===== src/rtl/pwm_regs.sv =====
// pwm_regs: MMIO register bank assembling 16-bit PWM settings from byte writes.
// Define PWM_REGS_SHADOW_EN to double-buffer DIV/PERIOD/DUTY until a period boundary.
module pwm_regs #(
    parameter logic [15:0] BASE_ADDR = 16'hF010
) (
    input  logic        clk,
    input  logic        reset,
    input  logic [15:0] mmio_addr,
    input  logic [7:0]  mmio_wdata,
    input  logic        mmio_we,
    input  logic        mmio_re,
    output logic [7:0]  mmio_rdata,
    input  logic        period_wrap,
    output logic [15:0] pwm_ctrl,
    output logic [15:0] pwm_div,
    output logic [15:0] pwm_period,
    output logic [15:0] pwm_duty,
    output logic        pending
);
    logic [15:0] off;
    logic        in_win, wr, ctrl_wr, lo_wr, hi_wr, stat;
    logic [1:0]  idx;
    logic [1:0]  ctrl_q, ctrl_d;
    logic [7:0]  lo_hold_q, lo_hold_d, rdata_q, rdata_d, rbyte;
    logic [15:0] act_q [3];
    logic [15:0] act_d [3];
    logic [15:0] view [3];
    logic [15:0] word;

    assign off     = mmio_addr - BASE_ADDR;
    assign in_win  = off < 16'd9;
    assign wr      = mmio_we && in_win;
    assign idx     = off[2:1] - 2'd1;
    assign ctrl_wr = wr && off[3:0] == 4'd0;
    assign lo_wr   = wr && !off[3] && off[2:1] != 2'd0 && !off[0];
    assign hi_wr   = wr && !off[3] && off[2:1] != 2'd0 && off[0];

`ifdef PWM_REGS_SHADOW_EN
    logic [15:0] stg_q [3];
    logic [15:0] stg_d [3];
    logic        pending_q, pending_d, xfer;

    // A HI write on a transfer edge is staged behind the values being committed
    always_comb begin
        xfer      = pending_q && (period_wrap || !ctrl_q[0] || (wr && off[3] && mmio_wdata[0]));
        pending_d = hi_wr || (pending_q && !xfer);
        stat      = pending_q;
        for (int i = 0; i < 3; i++) begin
            stg_d[i] = (hi_wr && idx == 2'(i)) ? {mmio_wdata, lo_hold_q} : stg_q[i];
            act_d[i] = xfer ? stg_q[i] : act_q[i];
            view[i]  = stg_q[i];
        end
    end

    always_ff @(posedge clk) begin
        if (reset) begin
            stg_q     <= '{16'd1, 16'd0, 16'd0};
            pending_q <= 1'b0;
        end else begin
            stg_q     <= stg_d;
            pending_q <= pending_d;
        end
    end

    assign pending = pending_q;
`else
    logic unused_wrap;
    assign unused_wrap = period_wrap;

    always_comb begin
        stat = 1'b0;
        for (int i = 0; i < 3; i++) begin
            act_d[i] = (hi_wr && idx == 2'(i)) ? {mmio_wdata, lo_hold_q} : act_q[i];
            view[i]  = act_q[i];
        end
    end

    assign pending = 1'b0;
`endif

    always_comb begin
        ctrl_d    = ctrl_wr ? mmio_wdata[1:0] : ctrl_q;
        lo_hold_d = lo_wr ? mmio_wdata : lo_hold_q;
        word      = off[3] ? {15'd0, stat} :
                    off[2:1] == 2'd0 ? {14'd0, ctrl_q} :
                    idx == 2'd0 ? view[0] :
                    idx == 2'd1 ? view[1] : view[2];
        rbyte     = off[0] ? word[15:8] : word[7:0];
        rdata_d   = mmio_re ? (in_win ? rbyte : 8'd0) : rdata_q;
    end

    always_ff @(posedge clk) begin
        if (reset) begin
            ctrl_q    <= 2'd0;
            lo_hold_q <= 8'd0;
            rdata_q   <= 8'd0;
            act_q     <= '{16'd1, 16'd0, 16'd0};
        end else begin
            ctrl_q    <= ctrl_d;
            lo_hold_q <= lo_hold_d;
            rdata_q   <= rdata_d;
            act_q     <= act_d;
        end
    end

    assign mmio_rdata = rdata_q;
    assign pwm_ctrl   = {14'd0, ctrl_q};
    assign pwm_div    = act_q[0];
    assign pwm_period = act_q[1];
    assign pwm_duty   = act_q[2];
endmodule


===== config.mk =====
export PLATFORM = sky130hd
export DESIGN_NAME = pwm_regs
export DESIGN_NICKNAME = d
export VERILOG_FILES = /design/src/rtl/pwm_regs.sv
export SDC_FILE = /design/constraint.sdc
export NUM_CORES = 1
export LEC_CHECK = 0
export CAP_MARGIN = 10
export CORE_AREA = 3 3 81 121
export DETAILED_ROUTE_END_ITERATION = 10
export DIE_AREA = 0 0 84 124
export PLACE_DENSITY_LB_ADDON = 0.25
export SYNTH_ARGS = -nofsm -noshare
export SYNTH_HDL_FRONTEND = slang
export SYNTH_SLANG_ARGS = --single-unit
export TNS_END_PERCENT = 50

===== constraint.sdc =====
create_clock -name clk -period 1.6 [get_ports clk]
set_input_delay 0.24 -clock clk [delete_from_list [all_inputs] [get_ports clk]]
set_output_delay 0.24 -clock clk [all_outputs]
set_load 0.03 [all_outputs]

==> results of run 1 <==
==> worst max-delay path, delay by kind of cell <==
kind / cells / cell delay [ns]
compound gates: 2 / 0.43
buf+inv: 3 / 0.56
simple gates: 2 / 0.54
==> through the flow <==
stage | power, uW | worst slack [ns] | cell area, um2 | util [%] | cells
finish | 3737 | 0.06435 | 4419 | 49.76 | 541
detailed placement | 1982 | -0.5595 | 4158 | 46.82 | 525
global route | 3860 | -0.02043 | 4419 | 49.76 | 541
global placement | 1980 | -0.5093 | 4158 | 46.82 | 525
floorplan | 1865 | -0.02699 | 3127 | - | 336
CTS | 3769 | 0.02105 | 4382 | 49.34 | 541
==> state kept, by name, indices dropped and copies added (netlist names) <==
register and flops:
pwm_div 16, pwm_duty 16, pwm_period 16, lo_hold_q 8, mmio_rdata 8, ctrl_q 2
==> worst max path at each step <==
stage / startpoint / endpoint / slack, ns / depth (start not counted)
CTS: mmio_addr[9] / pwm_div[7] / 0.02 / 7
global placement: mmio_addr[9] / mmio_rdata[3] / -0.51 / 6
finish: mmio_addr[9] / mmio_rdata[2] / 0.06 / 7
detailed placement: mmio_addr[9] / mmio_rdata[6] / -0.56 / 6
floorplan: mmio_addr[9] / pwm_div[8] / -0.03 / 6
global route: mmio_addr[1] / mmio_rdata[3] / -0.02 / 6
==> kinds of logic after synthesis <==
kind of cell              count (synthesis)  share of synthesized area (%)
and+or+nand+nor                         133                          21.51
DFF                                      66                          43.35
muxes                                    62                          21.26
buffers and inverters                    36                          8.005
AOI/OAI and AO/OA                        23                          5.460
xor gates and xnor gates                  1                         0.2874
other                                     1                         0.1230
==> cell type report <==
cell class	count	area [um2]
fill	851	4462
multi-input combinational	234	1612
sequential	66	1321
timing repair buffer	115	1074
clock buffer	12	256.5
tap	110	137.6
clock inverter	3	15.01
inverter	1	3.754
==> layer usage <==
metal	GRT usage, %	vias up	share of wire [%]
li1	-	1285	-
met4	6.237	0	1.6
met3	4.897	10	5.8
met1	18.68	1261	41
met2	30.33	90	52
met5	0	-	0
==> cells in the mapped netlist, types with 2 or more instances <==
| cell | count | area [um2] |
|---|---|---|
| buf_6 | 2 | 22.52 |
| and3_1 | 7 | 43.79 |
| mux2i_1 | 58 | 580.6 |
| mux4_2 | 2 | 45.04 |
| buf_4 | 15 | 112.6 |
| a22o_1 | 2 | 17.52 |
| a31oi_1 | 2 | 12.51 |
| a221oi_1 | 6 | 52.55 |
| nor2b_1 | 3 | 18.77 |
| clkbuf_1 | 12 | 45.04 |
| a21oi_1 | 6 | 30.03 |
| nor4_4 | 2 | 42.54 |
| a22oi_1 | 6 | 45.04 |
| nor2_1 | 6 | 22.52 |
| nand2_1 | 99 | 371.6 |
| and4_1 | 6 | 52.55 |
| mux2_2 | 2 | 22.52 |
| buf_2 | 4 | 20.02 |
| dfxtp_1 | 66 | 1321 |
| buf_12 | 2 | 40.04 |
==> power by group <==
| group | internal [uW] | switching (uW) |
|---|---|---|
| clock | 1110 | 676 |
| sequential | 1650 | 0.00835 |
| combinational | 124 | 178 |
==> timing repair <==
action | in CTS | in global routing
setup buffers | 1 | 0
setup endpoints to repair | 120 | 35
pin swaps | 8 | 2
gates resized for setup | 80 | 8
==> results.toml, run 1 <==
[detailed_routing]
via_per_inst = 4.891
antenna_left = 0
post-route-drc-count = 0
wl_mm = 8.711
drt-initial-drc-count = 111
wl_per_cell_um = 16.10
dr_total_vias = 2646
drt_pass1_iterations = 4

[critical_path]
reg2reg_to = "mmio_rdata[0]"
cp-end-kind = "flip-flop"
worstPathRequired_ns = 1.84
crit_chain = "dlygate4sd2_1 -> or3_4 -> buf_4 -> nor4_4 -> o2111ai_2 -> buf_6 -> a221oi_2"
crit_fanout = 4
crit_arrival_ns = 1.78
start_kind = "input pin"
r2r-start = "pwm_div[0]"
max_stage_delay_ns = 0.34
r2r_setup_slack_ns = 0.35
ff2ff_path_depth = 4
critPathKind = "in -> reg"
cpMaxStageDelayCell = "or3_4"

[final_layout]
mostFrequentLayoutCell = "nand2_1"
most-common-layout-cells = "nand2_1, dlygate4sd2_1, dfxtp_1"
diodes = 0
layout-area-overhead-vs-synth_pct = 44.99
layout.nets = 456
drive_gt1_share_pct = 15.31

[clocking]
cts_tree = "done"
cts_sinks = 66
clockRootBuffer = "clkbuf_16"
clock_latency_ns = 0.33
cts-buffers-inserted = 9
cts.clk_slew.worst_paths_ns = 0.05
clockBufferDepth = 2
cts_max_level = 3
postCtsHoldBufs = 0

[power]
p_leak_uw = 0.002175
p_per_area_mw_per_mm2 = 845.7
ir_drop_mv = 0.8481

[floorplanning]
core_area_mm2 = 0.008881
die_w_um = 84
dieArea_mm2 = 0.01042
rows = 42
start_util_pct = 34.32
io_pins = 102
die_y_um = 124

[grt]
grt_pass1_vias = 2603
gr-total-overflow = 0
grt_usage_pct = 16.79
grt_max_degree = 34
grt_pass1_wl_mm = 13.45
antenna_found_initial = 0

[run_status]
status = "finished, final reports clean"

[sta]
skew_ns = 0.004251
finalMaxSlewViolations = 0
rsz0062_at_grt = "yes"
fin_crit_ns = 1.536
fmax_mhz = 651.2
holdWs_ns = 0.4719
fin_tns_setup_ns = 0
hold_viol_final = 0
setup_viol = 0
post-route-period-util_pct = 95.98

[logic_synthesis]
avgSynthCellArea_um2 = 9.466
synth_flop_cell = "dfxtp_1"
synth_area_mm2 = 0.003048
ys_seq_area_share_pct = 43.35
async_flop_share_pct = 0
ys_ff_latch = 66
synth-edff-count = 0
synth_warnings = 0
synth.distinct_cells = 34
syn_inst = 322

[min_path]
min_path_type = "reg -> reg"
worstHoldStart = "pwm_div[15]"
whs_path_depth = 2
min_to = "pwm_div[15]"

[placement]
io_buffers = 85
dp_hpwl_mm = 6.340
routabilityCongestion = 0.7880

[run]
maxCapViolCount = 0
No activity file was read; power rests on OpenSTA's default activity.
==> run 2, diff against run 1 <==
--- a/config.mk
+++ b/config.mk
@@ -7,9 +7,10 @@
 export LEC_CHECK = 0
 export CAP_MARGIN = 10
 export CORE_AREA = 3 3 81 121
+export CTS_CLUSTER_DIAMETER = 30
 export DETAILED_ROUTE_END_ITERATION = 10
 export DIE_AREA = 0 0 84 124
-export PLACE_DENSITY_LB_ADDON = 0.25
+export PLACE_DENSITY_LB_ADDON = 0.15
 export SYNTH_ARGS = -nofsm -noshare
 export SYNTH_HDL_FRONTEND = slang
 export SYNTH_SLANG_ARGS = --single-unit
==> run 2 against run 1 <==
Against the previous run:
- critical path depth decreased by 1
- first-iteration DRC count decreased by 12%
- clock power about the same
- die area unchanged
- sequential cell count unchanged
- hold slack improved by 0.0019 ns
- count of clock-buffer cells in the layout unchanged
- non-clock buffer count decreased by 2
- final area increased by 0.37%
- highest routed layer unchanged
==> results.toml, run 2 (same netlist as run 1, synthesis figures left out) <==
[clocking]
cts_max_level = 3
cts-buffers-inserted = 9
postCtsHoldBufs = 0
cts.clk_slew.worst_paths_ns = 0.05
post-cts-setup-buffers = 0
clockBufferDepth = 2
cts_sinks = 66
cts_tree = "done"
clockRootBuffer = "clkbuf_16"
clock_latency_ns = 0.33

[placement]
post-place-ws_ns = -0.6199
dp.cells = 523
dp_hpwl_mm = 6.332
io_buffers = 85
routabilityCongestion = 0.7739
dpl_cell_area_mm2 = 0.004143

[sta]
skew_ns = 0.003711
fin_tns_setup_ns = 0
fmax_mhz = 656.0
rsz0062_at_grt = "no"
fin_crit_ns = 1.524
setup_viol = 0
hold_viol_final = 0
worst_slack_ns = 0.07571
post-route-period-util_pct = 95.27
finalMaxSlewViolations = 0

[critical_path]
start_kind = "input pin"
r2r-start = "pwm_duty[1]"
critPathLaunch = "mmio_addr[2]"
crit_fanout = 9
ff2ff_path_depth = 4
worstPathRequired_ns = 1.82
cp-end-kind = "flip-flop"
crit_arrival_ns = 1.74
critPathKind = "in -> reg"

[final_layout]
stdcell_count = 539
multi_input_area_mm2 = 0.001619
layout-area-overhead-vs-synth_pct = 45.53
layout.nets = 454
most-common-layout-cells = "nand2_1, dfxtp_1, dlygate4sd2_1"
regArea_mm2 = 0.001321
drive_gt1_share_pct = 15.38
stdcell_area_mm2 = 0.004436
mostFrequentLayoutCell = "nand2_1"
diodes = 0
fill_cells = 879
post-route-util_pct = 49.94

[detailed_routing]
wl_per_cell_um = 16.49
drt-initial-drc-count = 98
via_per_inst = 4.891
antenna_left = 0
post-route-drc-count = 0
drt_pass1_iterations = 4
wl_mm = 8.890
dr_total_vias = 2636

[run_status]
status = "finished, final reports clean"

[floorplanning]
die_w_um = 84
io_pins = 102
dieArea_mm2 = 0.01042
core_area_mm2 = 0.008881
start_util_pct = 34.32
rows = 42
die_y_um = 124

[power]
p_per_area_mw_per_mm2 = 840.4
p_leak_uw = 0.002212
ir_drop_mv = 0.5439

[grt]
gr-total-overflow = 0
grt_pass1_vias = 2656
grt_pass1_wl_mm = 13.81
grt_usage_pct = 17.20
antenna_found_initial = 0
grt_max_degree = 33

[min_path]
whs_path_depth = 2
min_path_type = "reg -> reg"
worstHoldStart = "pwm_period[0]"

[run]
maxCapViolCount = 0
==> run 2: cell count changes in the layout (fill, tap and decap cells not counted), sizes merged <==
cell | previous run | this run
clkbuf | 12 | 16
dlymetal6s2s | 0 | 6
buf | 30 | 27
dlygate4sd2 | 71 | 63
clkdlybuf4s50 | 12 | 11
==> run 2: metrics by stage <==
stage                     hold slack (ns)  total power, uW
after CTS                          0.4770             3764
after global routing               0.5040             3838
after detailed placement           0.4712             1975
after global placement             0.4631             1974
final                              0.4738             3728
after floorplan                    0.3962             1865
==> run 2: timing repair <==
item,4_1_cts,5_1_grt
gates resized for setup,76,18
endpoints found under the setup margin,106,24
cloned,0,1
pin swaps,8,9
==> run 2: cell type report <==
cell class              count  share of cell area (%)
inverters                   1                 0.08463
clock buffers              12                   5.783
repair buffers            113                   24.40
flip-flops and latches     66                   29.79
well taps                 110                   3.103
clock inverters             3                  0.3385
multi-input cells         234                   36.50
==> run 2: final timing paths <==
check	to	slack, ns
setup / recovery	mmio_rdata[1]	0.08
hold / removal	pwm_period[0]	0.47
setup reg to reg	mmio_rdata[1]	0.33
hold reg to reg	pwm_period[0]	0.47
==> run 2: worst max-delay path, cell delays in order <==
cell and delay (ns):
clkdlybuf4s50_1 0.47, buf_6 0.16, mux4_2 0.52, nor2_1 0.10
a31oi_1 0.05, a22o_1 0.21
==> run 2: metal layers <==
layer	routed length, um	part of all wire [%]	global-route usage [%]	vias up
li1	-	-	-	1286
met1	3793	43	20.04	1245
met2	4493	51	30.08	85
met3	363	4.1	4.037	20
met4	240	2.7	7.646	0
met5	0	0	0	-
==> run 2: report_power, final <==
group | total (uW) | internal, uW | switching (uW)
sequential | 1650 | 1650 | 0.00877
combinational | 297 | 121 | 176
clock | 1790 | 1110 | 671
==> run 3, diff against run 2 <==
--- a/config.mk
+++ b/config.mk
@@ -10,6 +10,7 @@
 export CTS_CLUSTER_DIAMETER = 30
 export DETAILED_ROUTE_END_ITERATION = 10
 export DIE_AREA = 0 0 84 124
+export MAX_ROUTING_LAYER = met4
 export PLACE_DENSITY_LB_ADDON = 0.15
 export SYNTH_ARGS = -nofsm -noshare
 export SYNTH_HDL_FRONTEND = slang
==> constraint.sdc (replaced) <==
create_clock -name clk -period 1.6 [get_ports clk]
set_input_delay 0.24 -clock clk [delete_from_list [all_inputs] [get_ports clk]]
set_output_delay 0.24 -clock clk [all_outputs]
set_load 0.005 [all_outputs]
==> run 3 against run 2 <==
Against the previous run:
- critical path depth unchanged
- non-clock buffer count is the same
- combinational power is 13% lower
- sequential power hardly changed
- global-route usage rose by 0.45 points
- final area up 1.6%
- cell count stayed put
- utilization is 0.82 points higher
- sequential cell count did not move
- power shrank 1.0%
- register-to-register slack barely moved
- clock power about the same
- critical path type unchanged
- largest power group unchanged
- highest routed layer unchanged
==> results.toml, run 3 (same netlist as run 1, synthesis figures left out) <==
[floorplanning]
core_area_mm2 = 0.008881
start_util_pct = 34.32
dieArea_mm2 = 0.01042
io_pins = 102
die_w_um = 84
rows = 42
die_y_um = 124

[clocking]
post-cts-setup-buffers = 0
cts.clk_slew.worst_paths_ns = 0.05
cts_max_level = 3
clockBufferDepth = 2
clock_latency_ns = 0.33
clockRootBuffer = "clkbuf_16"
cts_tree = "done"
cts_sinks = 66
cts-buffers-inserted = 9

[power]
p_per_area_mw_per_mm2 = 818.3
power.net_switching_uw = 808.0
pwr-share-clk_pct = 48.4
p_sw_share_pct = 21.90
seqPwrFrac_pct = 44.6
p_leak_uw = 0.001937
p_int_uw = 2881
ir_drop_mv = 0.5399
power_frac_comb_pct = 7.0

[final_layout]
regArea_mm2 = 0.001321
layout.nets = 454
fill_cells = 850
layout-area-overhead-vs-synth_pct = 47.91
most-common-layout-cells = "nand2_1, clkdlybuf4s50_1, dfxtp_1"
drive_gt1_share_pct = 15.38
diodes = 0
multi_input_area_mm2 = 0.001619
mostFrequentLayoutCell = "nand2_1"
stdcell_area_mm2 = 0.004508

[critical_path]
start_kind = "input pin"
crit_arrival_ns = 1.74
crit_chain = "clkdlybuf4s50_1 -> buf_6 -> mux4_2 -> nor2_1 -> a31oi_1 -> a22o_1"
worstPathRequired_ns = 1.82
cpMaxStageDelayCell = "mux4_2"
max_stage_delay_ns = 0.52
critPathKind = "in -> reg"
crit_fanout = 9
cp-end-kind = "flip-flop"

[run_status]
status = "finished, final reports clean"

[sta]
fmax_mhz = 655.1
setup_viol = 0
fin_crit_ns = 1.526
hold_viol_final = 0
rsz0062_at_grt = "no"
skew_ns = 0.003322
fin_tns_setup_ns = 0
post-route-period-util_pct = 95.40
finalMaxSlewViolations = 0

[grt]
gr-total-overflow = 0
antenna_found_initial = 0
grt_pass1_wl_mm = 13.80
grt_max_degree = 33
grt_pass1_vias = 2659
grt_usage_pct = 17.65

[placement]
io_buffers = 85
dp_hpwl_mm = 6.332
routabilityCongestion = 0.7844
dpl_cell_area_mm2 = 0.004143

[detailed_routing]
via_per_inst = 4.885
drt-initial-drc-count = 81
drt_pass1_iterations = 4
wl_mm = 8.883
wl_per_cell_um = 16.48
post-route-drc-count = 0
antenna_left = 0
dr_total_vias = 2633

[min_path]
min_path_type = "reg -> reg"

[run]
maxCapViolCount = 0
==> run 3: what timing repair did <==
| item | in CTS | in global routing |
|---|---|---|
| pin swaps | 8 | 9 |
| endpoints found under the setup margin | 48 | 24 |
| hold buffers | 0 | 0 |
| gates cloned | 0 | 1 |
| gates resized for setup | 18 | 18 |
==> run 3: cell type report <==
type | count | share of cell area, %
flip-flops and latches | 66 | 29.31
inverters | 1 | 0.08326
clock inverters | 3 | 0.3331
multi-input cells | 234 | 35.91
repair buffers | 113 | 25.62
clock buffers | 12 | 5.690
well taps | 110 | 3.053
==> run 3: layer usage <==
metal	wire length [um]	share of wire, %	global-route usage (%)
met2	4581	52	30.13
met3	353	4.0	3.706
met1	3750	42	20.08
met5	0	0	-
met4	197	2.2	7.646
==> run 3: path summary, 6_finish.rpt <==
| check | startpoint | to | slack (ns) | cells past startpoint |
|---|---|---|---|---|
| max | mmio_addr[2] | mmio_rdata[1] | 0.07 | 6 |
| min | pwm_period[0] | pwm_period[0] | 0.48 | 2 |
| max reg2reg | pwm_duty[1] | mmio_rdata[1] | 0.32 | 4 |
| min reg2reg | pwm_period[0] | pwm_period[0] | 0.48 | 2 |
==> run 3: critical path: cells and delay by family <==
kind,cells,cell delay [ns]
buffers and inverters,2,0.62
AOI/OAI and AO/OA,2,0.26
muxes,1,0.52
and+or+nand+nor,1,0.10
==> run 3: stage by stage <==
stage | cells | total power (uW) | utilization (%) | worst slack (ns) | hold WS (ns)
final | 539 | 3689 | 50.76 | 0.07353 | 0.4767
after global routing | 539 | 3797 | 50.76 | 0.002087 | 0.5062
after CTS | 538 | 3726 | 50.18 | 0.001114 | 0.4794
after detailed placement | 523 | 1937 | 46.65 | -0.6199 | 0.4712
after global placement | 523 | 1936 | 46.65 | -0.5366 | 0.4631
after floorplan | 336 | 1825 | - | -0.02699 | 0.3962
==> run 3: power groups by stage <==
stage / logic, uW / registers [uW] / clock network, uW
after CTS: 256 / 1640 / 1830
final: 259 / 1650 / 1780
after detailed placement: 257 / 1680 / 0
after floorplan: 146 / 1680 / 0
after global routing: 280 / 1640 / 1870
after global placement: 256 / 1680 / 0
